$ cat src/rtl/bus_pkg.sv
// Shared encodings for the 68030-style bus cycle sequencer: SIZ, DSACK port widths,
// sequencer states and byte-lane indices (lane 0 = D31:24).
package bus_pkg;

    typedef enum logic [1:0] {
        SIZ_LONG  = 2'b00,
        SIZ_BYTE  = 2'b01,
        SIZ_WORD  = 2'b10,
        SIZ_3BYTE = 2'b11
    } siz_e;

    typedef enum logic [1:0] {
        DSACK_32   = 2'b00,
        DSACK_16   = 2'b01,
        DSACK_8    = 2'b10,
        DSACK_NONE = 2'b11
    } dsack_e;

    typedef enum logic [2:0] {
        S_IDLE,
        S_ADDR,
        S_STROBE,
        S_NEGATE,
        S_DONE
    } state_e;

    localparam logic [1:0] LANE0 = 2'd0;
    localparam logic [1:0] LANE1 = 2'd1;
    localparam logic [1:0] LANE2 = 2'd2;
    localparam logic [1:0] LANE3 = 2'd3;

    // SIZ encodes the byte count modulo 4, so 00 means four bytes.
    function automatic logic [2:0] siz_bytes(input logic [1:0] siz);
        return (siz == SIZ_LONG) ? 3'd4 : {1'b0, siz};
    endfunction

    function automatic logic [2:0] port_bytes(input logic [1:0] dsack);
        case (dsack)
            DSACK_32: return 3'd4;
            DSACK_16: return 3'd2;
            DSACK_8:  return 3'd1;
            default:  return 3'd0;
        endcase
    endfunction

endpackage

$ cat src/rtl/bus_cycle_sequencer_if.sv
// Request-side and 68030 bus-side signals of the bus cycle sequencer.
// master = the sequencer itself, slave = requesting agent plus bus target.
interface bus_cycle_sequencer_if;

    logic        req;
    logic        req_rn_w;
    logic [31:0] req_addr;
    logic [1:0]  req_siz;
    logic [31:0] req_wdata;
    logic        busy;
    logic        done;
    logic        err;
    logic [31:0] rdata;

    logic [31:0] addr;
    logic [1:0]  siz;
    logic        rn_w;
    logic        as_n;
    logic        ds_n;
    logic [31:0] data_out;
    logic        data_oe;
    logic [31:0] data_in;
    logic [1:0]  dsack_n;
    logic        berr_n;

    modport master (
        input  req, req_rn_w, req_addr, req_siz, req_wdata,
        output busy, done, err, rdata,
        output addr, siz, rn_w, as_n, ds_n, data_out, data_oe,
        input  data_in, dsack_n, berr_n
    );

    modport slave (
        output req, req_rn_w, req_addr, req_siz, req_wdata,
        input  busy, done, err, rdata,
        input  addr, siz, rn_w, as_n, ds_n, data_out, data_oe,
        output data_in, dsack_n, berr_n
    );

endinterface

$ cat src/rtl/bus_cycle_sequencer_lane_steer.sv
// Combinational byte-lane logic: write-data lane steering, read byte extraction and
// the number of bytes a port of the acknowledged width accepts this cycle.
module lane_steer
    import bus_pkg::*;
(
    input  logic [1:0]  i_off,
    input  logic [2:0]  i_remaining,
    input  logic [1:0]  i_dsack,
    input  logic [31:0] i_wbytes,
    input  logic [31:0] i_data_in,
    output logic [31:0] o_data_out,
    output logic [2:0]  o_accepted,
    output logic [31:0] o_rbytes
);

    logic [7:0]  w_lane0;
    logic [7:0]  w_lane1;
    logic [7:0]  w_lane2;
    logic [7:0]  w_lane3;
    logic [1:0]  w_rel2;
    logic [1:0]  w_rel3;
    logic [2:0]  w_width;
    logic [1:0]  w_start;
    logic [2:0]  w_room;
    logic [31:0] w_shifted;

    // k-th remaining operand byte, most significant first.
    function automatic logic [7:0] wbyte(input logic [31:0] bytes, input logic [1:0] k);
        return bytes[8*(3-k) +: 8];
    endfunction

    always_comb begin
        w_rel2  = LANE2 - i_off;
        w_rel3  = LANE3 - i_off;
        w_lane0 = wbyte(i_wbytes, LANE0);
        w_lane1 = i_off[0] ? wbyte(i_wbytes, LANE0) : wbyte(i_wbytes, LANE1);
        w_lane2 = w_lane0;
        w_lane3 = w_lane1;
        if (i_off <= LANE2 && {1'b0, w_rel2} < i_remaining) begin
            w_lane2 = wbyte(i_wbytes, w_rel2);
        end
        if ({1'b0, w_rel3} < i_remaining) begin
            w_lane3 = wbyte(i_wbytes, w_rel3);
        end
        o_data_out = {w_lane0, w_lane1, w_lane2, w_lane3};
    end

    // The first active lane of a narrow port equals the address misalignment within it.
    always_comb begin
        w_width = port_bytes(i_dsack);
        case (i_dsack)
            DSACK_32: w_start = i_off;
            DSACK_16: w_start = {1'b0, i_off[0]};
            default:  w_start = LANE0;
        endcase
        w_room     = w_width - {1'b0, w_start};
        o_accepted = (i_remaining < w_room) ? i_remaining : w_room;
        w_shifted  = i_data_in << {w_start, 3'b000};
        o_rbytes   = (o_accepted == 3'd0) ? '0
                                          : (w_shifted >> {3'd4 - o_accepted, 3'b000});
    end

endmodule

$ cat src/rtl/bus_cycle_sequencer.sv
// 68030-style bus initiator with dynamic bus sizing from DSACK1:0.
// Optional S_STROBE timeout enabled by defining BUS_SEQ_TIMEOUT_EN.
module bus_cycle_sequencer
    import bus_pkg::*;
#(
    parameter int unsigned TIMEOUT_CYCLES = 64
)
(
    input  logic                  clock,
    input  logic                  reset_n,
    bus_cycle_sequencer_if.master bus
);

    state_e      r_state;
    state_e      w_next;
    logic [1:0]  r_dsack_meta;
    logic [1:0]  r_dsack_sync;
    logic        r_berr_meta;
    logic        r_berr_sync;
    logic [31:0] r_addr;
    logic [2:0]  r_remaining;
    logic        r_rn_w;
    logic [31:0] r_wbytes;
    logic [31:0] r_acc;
    logic [31:0] r_rdata;
    logic        r_err;

    logic        w_ack;
    logic        w_timeout;
    logic        w_fault;
    logic [31:0] w_data_out;
    logic [2:0]  w_accepted;
    logic [31:0] w_rbytes;

    always_ff @(posedge clock or negedge reset_n) begin
        if (!reset_n) begin
            r_dsack_meta <= '1;
            r_dsack_sync <= '1;
            r_berr_meta  <= 1'b1;
            r_berr_sync  <= 1'b1;
        end else begin
            r_dsack_meta <= bus.dsack_n;
            r_dsack_sync <= r_dsack_meta;
            r_berr_meta  <= bus.berr_n;
            r_berr_sync  <= r_berr_meta;
        end
    end

`ifdef BUS_SEQ_TIMEOUT_EN
    localparam int unsigned TW = $clog2(TIMEOUT_CYCLES + 1);
    logic [TW-1:0] r_tmo;

    always_ff @(posedge clock or negedge reset_n) begin
        if (!reset_n) begin
            r_tmo <= '0;
        end else if (r_state == S_ADDR) begin
            r_tmo <= '0;
        end else if (r_state == S_STROBE && !w_timeout) begin
            r_tmo <= r_tmo + TW'(1);
        end
    end

    assign w_timeout = (r_state == S_STROBE) && (r_tmo == TW'(TIMEOUT_CYCLES - 1));
`else
    logic w_unused_timeout_cfg;
    assign w_unused_timeout_cfg = (TIMEOUT_CYCLES == 0);
    assign w_timeout            = 1'b0;
`endif

    assign w_ack   = (r_dsack_sync != DSACK_NONE);
    assign w_fault = !r_berr_sync || w_timeout;

    lane_steer u_lane_steer (
        .i_off       (r_addr[1:0]),
        .i_remaining (r_remaining),
        .i_dsack     (r_dsack_sync),
        .i_wbytes    (r_wbytes),
        .i_data_in   (bus.data_in),
        .o_data_out  (w_data_out),
        .o_accepted  (w_accepted),
        .o_rbytes    (w_rbytes)
    );

    always_ff @(posedge clock or negedge reset_n) begin
        if (!reset_n) begin
            r_state <= S_IDLE;
        end else begin
            r_state <= w_next;
        end
    end

    always_comb begin
        w_next = r_state;
        case (r_state)
            S_IDLE:   if (bus.req) w_next = S_ADDR;
            S_ADDR:   w_next = S_STROBE;
            S_STROBE: if (w_fault || w_ack) w_next = S_NEGATE;
            S_NEGATE: begin
                if (!w_ack) begin
                    w_next = (r_err || r_remaining == 3'd0) ? S_DONE : S_ADDR;
                end
            end
            S_DONE:   w_next = S_IDLE;
            default:  w_next = S_IDLE;
        endcase
    end

    // Bytes are tallied on the acknowledging edge, while data_in is still valid;
    // a fault (BERR or timeout) takes priority and moves no bytes.
    always_ff @(posedge clock or negedge reset_n) begin
        if (!reset_n) begin
            r_addr      <= '0;
            r_remaining <= '0;
            r_rn_w      <= 1'b1;
            r_wbytes    <= '0;
            r_acc       <= '0;
            r_rdata     <= '0;
            r_err       <= 1'b0;
        end else begin
            case (r_state)
                S_IDLE: begin
                    if (bus.req) begin
                        r_addr      <= bus.req_addr;
                        r_remaining <= siz_bytes(bus.req_siz);
                        r_rn_w      <= bus.req_rn_w;
                        r_wbytes    <= bus.req_wdata << {3'd4 - siz_bytes(bus.req_siz), 3'b000};
                        r_acc       <= '0;
                        r_err       <= 1'b0;
                    end
                end
                S_STROBE: begin
                    if (w_fault) begin
                        r_err <= 1'b1;
                    end else if (w_ack) begin
                        r_addr      <= r_addr + 32'(w_accepted);
                        r_remaining <= r_remaining - w_accepted;
                        r_wbytes    <= r_wbytes << {w_accepted, 3'b000};
                        r_acc       <= (r_acc << {w_accepted, 3'b000}) | w_rbytes;
                    end
                end
                S_NEGATE: begin
                    if (w_next == S_DONE) begin
                        r_rdata <= (r_rn_w && !r_err) ? r_acc : '0;
                    end
                end
                default: ;
            endcase
        end
    end

    always_comb begin
        bus.as_n    = 1'b1;
        bus.ds_n    = 1'b1;
        bus.data_oe = 1'b0;
        bus.busy    = (r_state != S_IDLE);
        bus.done    = (r_state == S_DONE);
        if (r_state == S_STROBE) begin
            bus.as_n    = 1'b0;
            bus.ds_n    = 1'b0;
            bus.data_oe = !r_rn_w;
        end
    end

    assign bus.addr     = r_addr;
    assign bus.siz      = r_remaining[1:0];
    assign bus.rn_w     = r_rn_w;
    assign bus.data_out = w_data_out;
    assign bus.err      = r_err;
    assign bus.rdata    = r_rdata;

endmodule

$ cat src/flat_wrapper.sv
// flat-port wrapper written by rule: the top's interface ports become plain ports
module bus_cycle_sequencer_flat import bus_pkg::*;
#(
    parameter int unsigned TIMEOUT_CYCLES = 64
)
  (clock, reset_n, bus_req, bus_req_rn_w, bus_req_addr, bus_req_siz, bus_req_wdata, bus_busy, bus_done, bus_err, bus_rdata, bus_addr, bus_siz, bus_rn_w, bus_as_n, bus_ds_n, bus_data_out, bus_data_oe, bus_data_in, bus_dsack_n, bus_berr_n);
  bus_cycle_sequencer_if bus_i ();
  input  logic clock;
  input  logic reset_n;
  input wire logic [$bits(bus_i.req)-1:0] bus_req;
  input wire logic [$bits(bus_i.req_rn_w)-1:0] bus_req_rn_w;
  input wire logic [$bits(bus_i.req_addr)-1:0] bus_req_addr;
  input wire logic [$bits(bus_i.req_siz)-1:0] bus_req_siz;
  input wire logic [$bits(bus_i.req_wdata)-1:0] bus_req_wdata;
  output wire logic [$bits(bus_i.busy)-1:0] bus_busy;
  output wire logic [$bits(bus_i.done)-1:0] bus_done;
  output wire logic [$bits(bus_i.err)-1:0] bus_err;
  output wire logic [$bits(bus_i.rdata)-1:0] bus_rdata;
  output wire logic [$bits(bus_i.addr)-1:0] bus_addr;
  output wire logic [$bits(bus_i.siz)-1:0] bus_siz;
  output wire logic [$bits(bus_i.rn_w)-1:0] bus_rn_w;
  output wire logic [$bits(bus_i.as_n)-1:0] bus_as_n;
  output wire logic [$bits(bus_i.ds_n)-1:0] bus_ds_n;
  output wire logic [$bits(bus_i.data_out)-1:0] bus_data_out;
  output wire logic [$bits(bus_i.data_oe)-1:0] bus_data_oe;
  input wire logic [$bits(bus_i.data_in)-1:0] bus_data_in;
  input wire logic [$bits(bus_i.dsack_n)-1:0] bus_dsack_n;
  input wire logic [$bits(bus_i.berr_n)-1:0] bus_berr_n;
  assign bus_i.req = bus_req;
  assign bus_i.req_rn_w = bus_req_rn_w;
  assign bus_i.req_addr = bus_req_addr;
  assign bus_i.req_siz = bus_req_siz;
  assign bus_i.req_wdata = bus_req_wdata;
  assign bus_busy = bus_i.busy;
  assign bus_done = bus_i.done;
  assign bus_err = bus_i.err;
  assign bus_rdata = bus_i.rdata;
  assign bus_addr = bus_i.addr;
  assign bus_siz = bus_i.siz;
  assign bus_rn_w = bus_i.rn_w;
  assign bus_as_n = bus_i.as_n;
  assign bus_ds_n = bus_i.ds_n;
  assign bus_data_out = bus_i.data_out;
  assign bus_data_oe = bus_i.data_oe;
  assign bus_i.data_in = bus_data_in;
  assign bus_i.dsack_n = bus_dsack_n;
  assign bus_i.berr_n = bus_berr_n;
  bus_cycle_sequencer #(.TIMEOUT_CYCLES(TIMEOUT_CYCLES)) u_core (.clock(clock), .reset_n(reset_n), .bus(bus_i));
endmodule
$ cat config.mk
export PLATFORM = sky130hd
export DESIGN_NAME = bus_cycle_sequencer_flat
export DESIGN_NICKNAME = d
export VERILOG_FILES = /design/src/rtl/bus_pkg.sv /design/src/rtl/bus_cycle_sequencer_if.sv /design/src/rtl/bus_cycle_sequencer_lane_steer.sv /design/src/rtl/bus_cycle_sequencer.sv /design/src/flat_wrapper.sv
export SDC_FILE = /design/constraint.sdc
export NUM_CORES = 1
export LEC_CHECK = 0
export BUFFER_PORTS_ARGS = -buffer_cell sky130_fd_sc_hd__buf_2
export CAP_MARGIN = 20
export CELL_PAD_IN_SITES_DETAIL_PLACEMENT = 0
export CELL_PAD_IN_SITES_GLOBAL_PLACEMENT = 1
export CORE_ASPECT_RATIO = 1.75
export CORE_MARGIN = 1.5
export CORE_UTILIZATION = 41
export DETAILED_ROUTE_END_ITERATION = 8
export GPL_TIMING_DRIVEN = 0
export PLACE_DENSITY_LB_ADDON = 0.3
export SLEW_MARGIN = 40
export SYNTH_ARGS = -nofsm -noshare
export SYNTH_HDL_FRONTEND = slang
export SYNTH_SLANG_ARGS = --single-unit
$ cat constraint.sdc
create_clock -name clock -period 8.25 [get_ports clock]
set_input_delay 0.4125 -clock clock [delete_from_list [all_inputs] [get_ports clock]]
set_output_delay 0.4125 -clock clock [all_outputs]
set_load 0.05 [all_outputs]
==> implementation parameters, run 1 <==
Parameter                              Value

Global routing
  Wire length of the first global-routing pass    58.3 mm
  Global router's overall resource usage    31.5%
  Remaining global-route overflow    0
  Number of global-route vias before repair    10,200
  Maximum number of pins on one net before global-route repair    75
  Number of antenna violations at the first check in global routing    0

Floorplan
  Std cell rows    73
  Die X-Extent    119 um
  Area enclosed by the die boundary    0.0244 mm2
  Top-level port count    210
  Die Y-Extent    205 um
  Area of the core    0.0228 mm2
  Effective utilization at floorplan    42.0%

Route
  DRT Pass-1 Iters    5
  Vias per cell    6.10
  Remaining number of nets flagged by the antenna check after routing    0
  DRC errors left    0
  Count of routing violations after the opening detailed-route iteration    621
  Post-detailed-routing wire length    37.9 mm
  Drt wl/cell    22.9 um
  Via total after detailed routing    10,100

Worst hold path
  Worst hold start    bus_dsack_n[1]
  Instance count along the most critical hold path    1
  Hold Path End    u_core.r_dsack_meta[1]$_DFF_PN1_
  Type of the tightest min-delay check    input port to flip-flop

Logic synthesis
  Most common cell in the synthesized netlist    sky130_fd_sc_hd__nand2_1
  Summed instance area of the synthesized netlist    0.00960 mm2
  Cell types with the largest area share after synthesis    sky130_fd_sc_hd__dfrtp_1 (35%), sky130_fd_sc_hd__mux2i_1 (7.6%), sky130_fd_sc_hd__nand2_1 (6.1%)
  Total of warnings raised by yosys    0
  Flip-flop and latch count after synthesis    142
  Library cells used by synthesis    71
  Ys async rst share    100%
  Seq/Total Area, Yosys    37.1%
  Gate Count Post-Synth    1,108
  Average footprint of a synthesized cell    8.66 um2
  Largest area contributor in the netlist    sky130_fd_sc_hd__dfrtp_1
  Synth Flop Type    sky130_fd_sc_hd__dfrtp_1
  Post-synth top area share    35.2%
  Most frequent cells after synthesis    sky130_fd_sc_hd__nand2_1 (155), sky130_fd_sc_hd__dfrtp_1 (135), sky130_fd_sc_hd__o21ai_0 (100)
  Number of enable flip-flop cells after synthesis    0
  Syn nets    1,228

Critical path
  Slowest cell on the critical path    sky130_fd_sc_hd__a2111oi_4
  Number of cells on the worst reg-to-reg path    20
  CP startpoint kind    flip-flop
  Endpoint of the worst-slack reg-to-reg timing path    u_core.r_acc[6]$_DFFE_PN0P_
  Largest fanout on the critical path    10
  Cells traversed along the worst timing path    nor3b_1 -> buf_1 -> clkbuf_1 -> fa_1 -> o21ai_0 -> nand2_1 -> ha_1 -> nor2b_1 -> a211o_1 -> a211oi_1 -> nor2_1 -> inv_1 -> ha_1 -> ha_1 -> nor3b_2 -> or4b_2 -> a2111oi_4 -> nand2_1 -> o21ai_0 -> a221o_1
  Arrival time of the worst setup path    7.77 ns
  Type of the setup path with the least slack    flip-flop to flip-flop
  Critical path endpoint category    flip-flop
  Origin of the critical flop-to-flop path    u_core.bus.addr[1]$_DFFE_PN0P_
  Worst Path Required    8.63 ns
  Cell with the most instances on the worst path    sky130_fd_sc_hd__ha_1
  Internal reg-to-reg setup slack    0.86 ns
  Max stage delay on crit path    0.79 ns

STA
  Slew headroom    40.6%
  Endpoints failing setup    0
  Unrepaired setup endpoints after global routing    no
  Final Cycle Share    89.6%
  Achievable clock frequency    135 MHz
  Post-layout minimum cycle time    7.39 ns
  Fin. Hold Viols    0
  Slew of the pin with the lowest slew margin    0.891 ns
  Max-slew violation total from the final report    0
  Post-Route Setup TNS    0 ns
  Clock tree skew after final layout    0.0149 ns

CTS
  Clock input transition at the sequential cells of the worst setup and hold paths    0.06 ns
  Depth of the CTS H-tree    4
  Skew-Pair Late Insertion Delay    0.45 ns
  Clk Tree Root Cell    sky130_fd_sc_hd__clkbuf_16
  TritonCTS sink count    142
  Total CTS buffers    17
  TritonCTS clock tree    yes
  Buffers from clock root to sink, at most    2
  Post-cts resize count    0

Layout
  Number of nets in the layout    1,459
  Number of antenna repair diodes    0
  Relative area change from synthesis to final layout    21.7%
  Share of layout cells above drive strength 1    21.8%
  Final instance area    0.0117 mm2

Pwr
  VDD IR max    0.000340 V
  Post-layout total power    5.73 mW
  P_leak    5.20 nW
  Power density over cell area    490 mW/mm2

Place
  # port buffers    209
  Placed cell areas    0.0111 mm2
  Weighted congestion at the end of routability-driven global placement    0.967
  HPWL after detailed placement    28.6 mm

Run
  Max Cap Viol    0

Status
  Outcome    complete, no violations
## logic make-up after synthesis
group / synth area share, %
buffers and inverters: 5.88
adders and majority gates: 2.19
AOI/OAI and AO/OA: 29.9
xor gates and xnor gates: 0.0913
muxes: 8.43
and+or+nand+nor: 16.4
DFF: 37.1
## area by class of cell
cell class              count  area, um2
clock buffers              25        485
inverters                  31        116
fillers                  2287      11100
plain buffers              99        448
well taps                 300        375
flip-flops and latches    142       3560
multi-input cells         836       5490
clock inverters             6       83.8
repair buffers            212       1120
## worst max-delay path by stage
stage	start	to	slack, ns	cells past startpoint
3_3_place_gp	u_core.bus.addr[1]$_DFFE_PN0P_	u_core.r_acc[0]$_DFFE_PN0P_	0.77	20
3_5_place_dp	u_core.bus.addr[1]$_DFFE_PN0P_	u_core.r_acc[4]$_DFFE_PN0P_	0.73	20
5_1_grt	u_core.bus.addr[1]$_DFFE_PN0P_	u_core.r_acc[7]$_DFFE_PN0P_	0.49	20
4_1_cts	u_core.bus.addr[1]$_DFFE_PN0P_	u_core.r_acc[4]$_DFFE_PN0P_	0.68	20
2_1_floorplan	u_core.bus.addr[1]$_DFFE_PN0P_	u_core.r_acc[0]$_DFFE_PN0P_	2.30	18
6_report	u_core.bus.addr[1]$_DFFE_PN0P_	u_core.r_acc[6]$_DFFE_PN0P_	0.86	20
## report_power, final
part / leakage (nW) / total, mW / internal (mW) / switching [mW]
Sequential: 1.81 / 1.30 / 0.945 / 0.350
Clock: 0.281 / 0.773 / 0.466 / 0.307
Combinational: 3.11 / 3.66 / 1.08 / 2.59
## metal layers
layer / track usage (%) / part of all wire, % / vias to the layer above
li1: - / - / 4631
met1: 33.8 / 37 / 4877
met2: 58.2 / 53 / 445
met3: 3.80 / 4.6 / 118
met4: 20.0 / 5.7 / 0
met5: 0 / 0 / -
## flip-flops by register name, indices dropped and copies added, names as in the netlist, 2 cells and up
signal / cells
u_core.r_acc: 32
u_core.r_remaining: 3
u_core.r_dsack_meta: 2
u_core.r_dsack_sync: 2
u_core.r_state: 3
u_core.r_wbytes: 32
u_core.bus.addr: 32
u_core.bus.rdata: 32
## layout by cell type, fill, tap and decap left out, types with 14 or more instances in the layout
cell	instances
sky130_fd_sc_hd__clkbuf_16	17
sky130_fd_sc_hd__clkbuf_1	73
sky130_fd_sc_hd__o21ai_0	100
sky130_fd_sc_hd__inv_1	30
sky130_fd_sc_hd__nand4_1	26
sky130_fd_sc_hd__a22oi_1	17
sky130_fd_sc_hd__a22o_1	17
sky130_fd_sc_hd__o211ai_1	17
sky130_fd_sc_hd__nor2_1	49
sky130_fd_sc_hd__a221o_1	32
sky130_fd_sc_hd__nand2_1	155
sky130_fd_sc_hd__mux2i_1	73
sky130_fd_sc_hd__buf_2	218
sky130_fd_sc_hd__and3_1	14
sky130_fd_sc_hd__a21oi_1	81
sky130_fd_sc_hd__a31oi_1	16
sky130_fd_sc_hd__dfrtp_1	135
sky130_fd_sc_hd__o2bb2ai_1	17
## per-stage QoR
| step | util (%) | setup slack [ns] | std cells | hold WS, ns |
|---|---|---|---|---|
| global placement | 48.3 | 0.772 | 1617 | 0.346 |
| global route | 51.2 | 0.494 | 1651 | 0.0496 |
| CTS | 51.1 | 0.677 | 1651 | 0.0452 |
| detailed placement | 48.6 | 0.732 | 1619 | 0.352 |
| floorplan | - | 2.30 | 1108 | 0.117 |
| finish | 51.2 | 0.861 | 1651 | 0.0587 |
## critical path, delay by kind of cell (launching register included)
kind,cells,cell delay [ns]
adders and majority gates,4,1.14
AOI/OAI and AO/OA,6,1.64
DFF,1,0.48
buffers and inverters,3,1.56
and+or+nand+nor,7,2.47
## what timing repair did
item,in CTS,in global routing
hold buffers,1,0
hold endpoints to repair,61,0
setup buffers,0,0
(Power assumes the default switching activity.)
==> inputs of run 2 (changes only) <==
--- a/config.mk
+++ b/config.mk
@@ -5,13 +5,14 @@
 export SDC_FILE = /design/constraint.sdc
 export NUM_CORES = 1
 export LEC_CHECK = 0
+export ABC_AREA = 1
 export BUFFER_PORTS_ARGS = -buffer_cell sky130_fd_sc_hd__buf_2
 export CAP_MARGIN = 20
 export CELL_PAD_IN_SITES_DETAIL_PLACEMENT = 0
 export CELL_PAD_IN_SITES_GLOBAL_PLACEMENT = 1
 export CORE_ASPECT_RATIO = 1.75
 export CORE_MARGIN = 1.5
-export CORE_UTILIZATION = 41
+export CORE_UTILIZATION = 39
 export DETAILED_ROUTE_END_ITERATION = 8
 export GPL_TIMING_DRIVEN = 0
 export PLACE_DENSITY_LB_ADDON = 0.3
==> run 2 against run 1 <==
Net effect:
- wire length up 5.4%
- non-clock buffer count rose by 5
- area after synthesis up 9.1%
- first-iteration DRC count rose by 10%
- register-to-register slack improved by 1.7 ns
- critical path type unchanged
- clock skew decreased by 0.0046 ns
- critical endpoint is now u_core.r_acc[29]$_DFFE_PN0P_
- cell count up 34%
- critical path depth is 1 lower
- worst setup slack improved by 1.7 ns
- sequential share of layout area down 2.1 points
- global-route usage shrank 2.3 points
==> implementation parameters, run 2 <==
Parameter                              Value

Layout
  Most frequent cells in the layout    sky130_fd_sc_hd__nand2_1 (521), sky130_fd_sc_hd__buf_2 (242), sky130_fd_sc_hd__nand3_1 (197) (was sky130_fd_sc_hd__buf_2 (218), sky130_fd_sc_hd__nand2_1 (155), sky130_fd_sc_hd__dfrtp_1 (135))
  Leading cell type in the layout, fill and taps excluded    sky130_fd_sc_hd__nand2_1 (was sky130_fd_sc_hd__buf_2)
  Number of nets in the layout    1,987 (was 1,459)
  Relative area change from synthesis to final layout    19.9% (was 21.7%)
  Share of layout cells above drive strength 1    17.5% (was 21.8%)
  Count of non-filler cells in the finished layout    2,206 (was 1,651)
  Final instance area    0.0126 mm2 (was 0.0117 mm2)

Floorplan
  Effective utilization at floorplan    39.5% (was 42.0%)
  Area of the core    0.0265 mm2 (was 0.0228 mm2)
  Area enclosed by the die boundary    0.0279 mm2 (was 0.0244 mm2)
  Top-level port count    210 (unchanged)
  Std cell rows    79 (was 73)
  Die X-Extent    127 um (was 119 um)
  Die Y-Extent    220 um (was 205 um)

Logic synthesis
  Summed instance area of the synthesized netlist    0.0105 mm2 (was 0.00960 mm2)
  Flip-flop and latch count after synthesis    142 (unchanged)
  Ys async rst share    100% (unchanged)
  Gate Count Post-Synth    1,636 (was 1,108)
  Post-synth top area share    32.3% (was 35.2%)
  Largest area contributor in the netlist    sky130_fd_sc_hd__dfrtp_1 (unchanged)
  Synth Flop Type    sky130_fd_sc_hd__dfrtp_1 (unchanged)
  Total of warnings raised by yosys    0 (unchanged)
  Number of enable flip-flop cells after synthesis    0 (unchanged)
  Cell types with the largest area share after synthesis    sky130_fd_sc_hd__dfrtp_1 (32%), sky130_fd_sc_hd__nand2_1 (19%), sky130_fd_sc_hd__nand3_1 (9.4%) (was sky130_fd_sc_hd__dfrtp_1 (35%), sky130_fd_sc_hd__mux2i_1 (7.6%), sky130_fd_sc_hd__nand2_1 (6.1%))
  Most common cell in the synthesized netlist    sky130_fd_sc_hd__nand2_1 (unchanged)
  Syn nets    1,756 (was 1,228)
  Average footprint of a synthesized cell    6.40 um2 (was 8.66 um2)
  Seq/Total Area, Yosys    34.0% (was 37.1%)
  Most frequent cells after synthesis    sky130_fd_sc_hd__nand2_1 (521), sky130_fd_sc_hd__nand3_1 (197), sky130_fd_sc_hd__inv_1 (162) (was sky130_fd_sc_hd__nand2_1 (155), sky130_fd_sc_hd__dfrtp_1 (135), sky130_fd_sc_hd__o21ai_0 (100))
  Library cells used by synthesis    47 (was 71)

STA
  Slew headroom    43.4% (was 40.6%)
  Endpoints failing setup    0 (unchanged)
  Max-slew violation total from the final report    0 (unchanged)
  Achievable clock frequency    177 MHz (was 135 MHz)
  Slew of the pin with the lowest slew margin    0.846 ns (was 0.891 ns)
  Final Cycle Share    68.5% (was 89.6%)
  Post-Route Setup TNS    0 ns (unchanged)
  Post-layout minimum cycle time    5.65 ns (was 7.39 ns)
  Fin. Hold Viols    0 (unchanged)
  Clock tree skew after final layout    0.0103 ns (was 0.0149 ns)
  Unrepaired setup endpoints after global routing    no (unchanged)
  Post-Route Hold Slack    0.0543 ns (was 0.0587 ns)

Global routing
  Wire length of the first global-routing pass    62.6 mm (was 58.3 mm)
  Number of global-route vias before repair    11,500 (was 10,200)
  Number of antenna violations at the first check in global routing    4 (was 0)
  Maximum number of pins on one net before global-route repair    75 (unchanged)
  Global router's overall resource usage    29.2% (was 31.5%)
  Remaining global-route overflow    0 (unchanged)

Critical path
  CP startpoint kind    flip-flop (unchanged)
  Arrival time of the worst setup path    6.04 ns (was 7.77 ns)
  Type of the setup path with the least slack    flip-flop to flip-flop (unchanged)
  Worst Path Required    8.64 ns (was 8.63 ns)
  Number of cells on the worst reg-to-reg path    19 (was 20)
  Largest fanout on the critical path    12 (was 10)
  Critical path endpoint category    flip-flop (unchanged)

CTS
  TritonCTS sink count    142 (unchanged)
  Total CTS buffers    17 (unchanged)
  Depth of the CTS H-tree    4 (unchanged)
  Clk Tree Root Cell    sky130_fd_sc_hd__clkbuf_16 (unchanged)
  Buffers from clock root to sink, at most    2 (unchanged)
  Skew-Pair Late Insertion Delay    0.45 ns (about the same)
  Post-cts resize count    0 (unchanged)
  Clock input transition at the sequential cells of the worst setup and hold paths    0.06 ns (about the same)
  TritonCTS clock tree    yes (unchanged)

Route
  DRC errors left    0 (unchanged)
  Drt wl/cell    18.1 um (was 22.9 um)
  Post-detailed-routing wire length    39.9 mm (was 37.9 mm)
  Via total after detailed routing    11,600 (was 10,100)
  Remaining number of nets flagged by the antenna check after routing    0 (unchanged)
  DRT Pass-1 Iters    5 (unchanged)
  Vias per cell    5.28 (was 6.10)
  Count of routing violations after the opening detailed-route iteration    686 (was 621)

Place
  Placed cell areas    0.0120 mm2 (was 0.0111 mm2)
  Placed Instances    2,171 (was 1,619)
  HPWL after detailed placement    31.8 mm (was 28.6 mm)
  # port buffers    209 (unchanged)
  Weighted congestion at the end of routability-driven global placement    0.950 (was 0.967)

Worst hold path
  Instance count along the most critical hold path    1 (unchanged)
  Type of the tightest min-delay check    input port to flip-flop (unchanged)

Run
  Max Cap Viol    0 (unchanged)

Status
  Outcome    complete, no violations (unchanged)
==> run 2: cell count changes in the layout (fill, tap and decap cells not counted), sizes merged, moves of 28 or more <==
cell,change
nand2,+373
nand3,+186
inv,+140
o21ai,+83
mux2i,-65
nor2,+64
a221o,-32
clkbuf,-29
buf,+28
==> run 2: path summary, 6_finish.rpt <==
kind	startpoint	to	slack, ns
min in group asynchronous	reset_n	u_core.r_wbytes[27]$_DFFE_PN0P_	0.39
setup / recovery	u_core.bus.addr[1]$_DFFE_PN0P_	u_core.r_acc[29]$_DFFE_PN0P_	2.60
hold / removal	bus_dsack_n[1]	u_core.r_dsack_meta[1]$_DFF_PN1_	0.05
hold reg to reg	u_core.r_berr_meta$_DFF_PN1_	u_core.r_berr_sync$_DFF_PN1_	0.36
setup reg to reg	u_core.bus.addr[1]$_DFFE_PN0P_	u_core.r_acc[29]$_DFFE_PN0P_	2.60
max in group asynchronous	reset_n	u_core.bus.rdata[6]$_DFFE_PN0P_	7.23
==> run 2: cell type report <==
class	instances	area [um2]
Multi-Input combinational cell	1221	5770
Buffer	104	508
Clock inverter	13	104
Inverter	169	636
Antenna cell	2	5.00
Sequential cell	142	3560
Timing Repair Buffer	212	1120
Clock buffer	19	443
Tap cell	324	405
Fill cell	2854	13900
==> run 2: through the flow <==
| stage | worst slack (ns) | util [%] |
|---|---|---|
| floorplan | 3.51 | - |
| global placement | 2.60 | 45.0 |
| detailed placement | 2.56 | 45.3 |
| CTS | 2.53 | 47.4 |
| global route | 2.17 | 47.4 |
| finish | 2.60 | 47.4 |
==> run 2: critical path, cell delays in order, from the launching register on <==
cell	delay (ns)
sky130_fd_sc_hd__dfrtp_1	0.57
sky130_fd_sc_hd__nand2_1	0.27
sky130_fd_sc_hd__inv_1	0.22
sky130_fd_sc_hd__buf_1	0.41
sky130_fd_sc_hd__fa_1	0.55
sky130_fd_sc_hd__ha_1	0.29
sky130_fd_sc_hd__inv_1	0.05
sky130_fd_sc_hd__nor2_1	0.04
sky130_fd_sc_hd__nand2_2	0.11
sky130_fd_sc_hd__nand3_4	0.12
sky130_fd_sc_hd__o21ai_2	0.27
sky130_fd_sc_hd__clkbuf_1	0.64
sky130_fd_sc_hd__ha_1	0.36
sky130_fd_sc_hd__clkbuf_1	0.22
sky130_fd_sc_hd__nor3_1	0.60
sky130_fd_sc_hd__clkbuf_1	0.41
sky130_fd_sc_hd__nand3_1	0.20
sky130_fd_sc_hd__nand3_1	0.13
sky130_fd_sc_hd__nand2_1	0.06
sky130_fd_sc_hd__nand2_1	0.07
==> run 2: cells by family (layout without fill, tap and decap cells) <==
| family | Yosys count | after routing | share of synthesized area, % |
|---|---|---|---|
| simple gates | 884 | 884 | 35.7 |
| compound gates | 307 | 307 | 16.0 |
| buf+inv | 273 | 517 | 10.9 |
| flops | 142 | 142 | 34.0 |
| fa+ha+maj | 15 | 15 | 2.01 |
| mux | 8 | 8 | 0.765 |
| xor+xnor | 7 | 7 | 0.586 |
| other cells | 0 | 2 | 0 |
==> run 2: repair_timing <==
item / 4_1_cts / 5_1_grt
hold buffers: 1 / 0
setup buffers: 0 / 0
hold endpoints to repair: 18 / 0
==> run 2: metal layers <==
layer	track usage [%]	up-vias	wire, um
met1	33.9	5321	15700
met4	15.4	4	1770
li1	-	5793	-
met3	4.47	103	2120
met2	51.5	425	20300
met5	0	-	24
Power of run 2 is not shown: default switching activity piles up to over one toggle a cycle in this logic, so the estimate is an artifact.
==> inputs of run 3 (changes only) <==
==> constraint.sdc (replaced) <==
create_clock -name clock -period 5.9 [get_ports clock]
set_input_delay 0.295 -clock clock [delete_from_list [all_inputs] [get_ports clock]]
set_output_delay 0.295 -clock clock [all_outputs]
set_load 0.05 [all_outputs]
==> run 3 against run 2 <==
Net effect:
- utilization up 0.15 points
- wire length about the same
- fmax up 6.5%
- via count about the same
- global-route usage unchanged
- clock skew up 0.0027 ns
- final area up 0.31%
- hold slack better by 0.018 ns
- critical path depth up 8
- count of clock-buffer cells in the layout unchanged
- critical path type unchanged
- largest cell class unchanged
==> implementation parameters, run 3 (synthesis gave the netlist of run 2 again) <==
Parameter                              Value

Layout
  Relative area change from synthesis to final layout    20.3% (was 19.9%)
  Final instance area    0.0126 mm2 (about the same)
  Number of nets in the layout    1,989 (was 1,987)
  Leading cell type in the layout, fill and taps excluded    sky130_fd_sc_hd__nand2_1 (unchanged)
  Fill cell instance count of the final layout    2,845 (was 2,854)
  Share of layout cells above drive strength 1    17.6% (was 17.5%)
  Most frequent cells in the layout    sky130_fd_sc_hd__nand2_1 (521), sky130_fd_sc_hd__buf_2 (242), sky130_fd_sc_hd__nand3_1 (197) (unchanged)

STA
  Achievable clock frequency    188 MHz (was 177 MHz)
  Slew of the pin with the lowest slew margin    0.813 ns (was 0.846 ns)
  Fin. Hold Viols    0 (unchanged)
  Clock tree skew after final layout    0.0130 ns (was 0.0103 ns)
  Final Cycle Share    89.9% (was 68.5%)
  Max-slew violation total from the final report    0 (unchanged)
  Post-layout minimum cycle time    5.31 ns (was 5.65 ns)
  Post-Route Setup TNS    0 ns (unchanged)
  Endpoints failing setup    0 (unchanged)
  Unrepaired setup endpoints after global routing    no (unchanged)
  Post-Route Hold Slack    0.0724 ns (was 0.0543 ns)
  Worst setup slack after layout    0.593 ns (was 2.60 ns)
  Slew headroom    45.8% (was 43.4%)

Critical path
  Max stage delay on crit path    0.72 ns (was 0.64 ns)
  Arrival time of the worst setup path    5.65 ns (was 6.04 ns)
  Cell with the most instances on the worst path    sky130_fd_sc_hd__inv_1
  CP startpoint kind    flip-flop (unchanged)
  Largest fanout on the critical path    11 (was 12)
  Worst Path Required    6.25 ns (was 8.64 ns)
  Critical path endpoint category    flip-flop (unchanged)
  Slowest cell on the critical path    sky130_fd_sc_hd__dfrtp_1 (was sky130_fd_sc_hd__clkbuf_1)
  Origin of the worst setup path    u_core.bus.addr[0]$_DFFE_PN0P_ (was u_core.bus.addr[1]$_DFFE_PN0P_)
  Type of the setup path with the least slack    flip-flop to flip-flop (unchanged)
  Origin of the critical flop-to-flop path    u_core.bus.addr[0]$_DFFE_PN0P_ (was u_core.bus.addr[1]$_DFFE_PN0P_)

Route
  Drt wl/cell    18.1 um (about the same)
  Count of routing violations after the opening detailed-route iteration    657 (was 686)
  DRC errors left    0 (unchanged)
  Remaining number of nets flagged by the antenna check after routing    0 (unchanged)
  Post-detailed-routing wire length    39.9 mm (about the same)
  Via total after detailed routing    11,700 (was 11,600)
  Vias per cell    5.28 (about the same)
  DRT Pass-1 Iters    5 (unchanged)

Worst hold path
  Worst hold start    bus_req_rn_w (was bus_dsack_n[1])
  Type of the tightest min-delay check    input port to flip-flop (unchanged)

Global routing
  Number of global-route vias before repair    11,500 (about the same)
  Remaining global-route overflow    0 (unchanged)
  Wire length of the first global-routing pass    62.6 mm (about the same)
  Global router's overall resource usage    29.2% (unchanged)
  Maximum number of pins on one net before global-route repair    75 (unchanged)
  Number of antenna violations at the first check in global routing    4 (unchanged)

CTS
  Total CTS buffers    17 (unchanged)
  TritonCTS clock tree    yes (unchanged)
  Buffers inserted by post-CTS timing repair    0 (unchanged)
  TritonCTS sink count    142 (unchanged)
  Clk Tree Root Cell    sky130_fd_sc_hd__clkbuf_16 (unchanged)
  Depth of the CTS H-tree    4 (unchanged)
  Clock input transition at the sequential cells of the worst setup and hold paths    0.07 ns (was 0.06 ns)
  Skew-Pair Late Insertion Delay    0.45 ns (about the same)
  Buffers from clock root to sink, at most    2 (unchanged)

Run
  Max Cap Viol    0 (unchanged)

Floorplan
  Die Y-Extent    220 um (unchanged)
  Area of the core    0.0265 mm2 (unchanged)
  Std cell rows    79 (unchanged)
  Effective utilization at floorplan    39.5% (unchanged)
  Area enclosed by the die boundary    0.0279 mm2 (unchanged)
  Die X-Extent    127 um (unchanged)
  Top-level port count    210 (unchanged)

Place
  Weighted congestion at the end of routability-driven global placement    0.950 (unchanged)
  Placed cell areas    0.0120 mm2 (unchanged)
  # port buffers    209 (unchanged)
  Post-Place Setup Slack    0.215 ns (was 2.56 ns)
  HPWL after detailed placement    31.8 mm (unchanged)

Status
  Outcome    complete, no violations (unchanged)
## run 3: cell count changes in the layout (fill, tap and decap cells not counted), sizes merged
| cell | delta |
|---|---|
| buf | -1 |
| dlygate4sd3 | +3 |
## run 3: metrics by stage
| step | utilization (%) | std cells |
|---|---|---|
| global route | 47.5 | 2207 |
| finish | 47.5 | 2208 |
| global placement | 45.0 | 2169 |
| CTS | 47.5 | 2207 |
| floorplan | - | 1636 |
| detailed placement | 45.3 | 2171 |
## run 3: final cells by class
class / instances / area [um2] / share of cell area (%)
Tap cell: 324 / 405 / 3.22
Multi-Input combinational cell: 1221 / 5780 / 45.9
Buffer: 103 / 505 / 4.01
Clock inverter: 13 / 104 / 0.825
Timing Repair Buffer: 215 / 1150 / 9.14
Inverter: 169 / 636 / 5.05
Clock buffer: 19 / 443 / 3.52
Antenna cell: 2 / 5.00 / 0.0397
Sequential cell: 142 / 3560 / 28.3
## run 3: worst paths after layout
check	slack, ns	cells after the start	to
setup / recovery	0.59	27	u_core.bus.addr[18]$_DFFE_PN0P_
hold / removal	0.07	3	u_core.bus.rn_w$_DFFE_PN1P_
setup reg to reg	0.59	27	u_core.bus.addr[18]$_DFFE_PN0P_
hold reg to reg	0.36	0	u_core.r_berr_sync$_DFF_PN1_
max in group asynchronous	5.00	3	u_core.bus.rdata[6]$_DFFE_PN0P_
min in group asynchronous	0.27	2	u_core.r_wbytes[27]$_DFFE_PN0P_
## run 3: timing repair
action | in CTS | in global routing
setup endpoints to repair | 0 | 12
hold buffers | 4 | 0
resized for setup | 0 | 5
endpoints found under the hold margin | 64 | 0
## run 3: worst max-delay path, delay by kind of cell, from the launching register on
kind	cells	cell delay (ns)
buffers and inverters	7	0.90
AND/OR/NAND/NOR	14	2.00
AO/OA/AOI/OAI	2	0.21
adder cells (fa/ha/maj)	4	1.36
flip-flops	1	0.72
## run 3: per-layer routing
layer | routed length (um) | track usage [%] | vias to the layer above
li1 | - | - | 5789
met1 | 15900 | 33.9 | 5351
met2 | 20200 | 51.6 | 404
met3 | 1980 | 4.44 | 102
met4 | 1800 | 15.3 | 4
met5 | 24 | 0 | -
Power of run 3 is left out for the same reason.
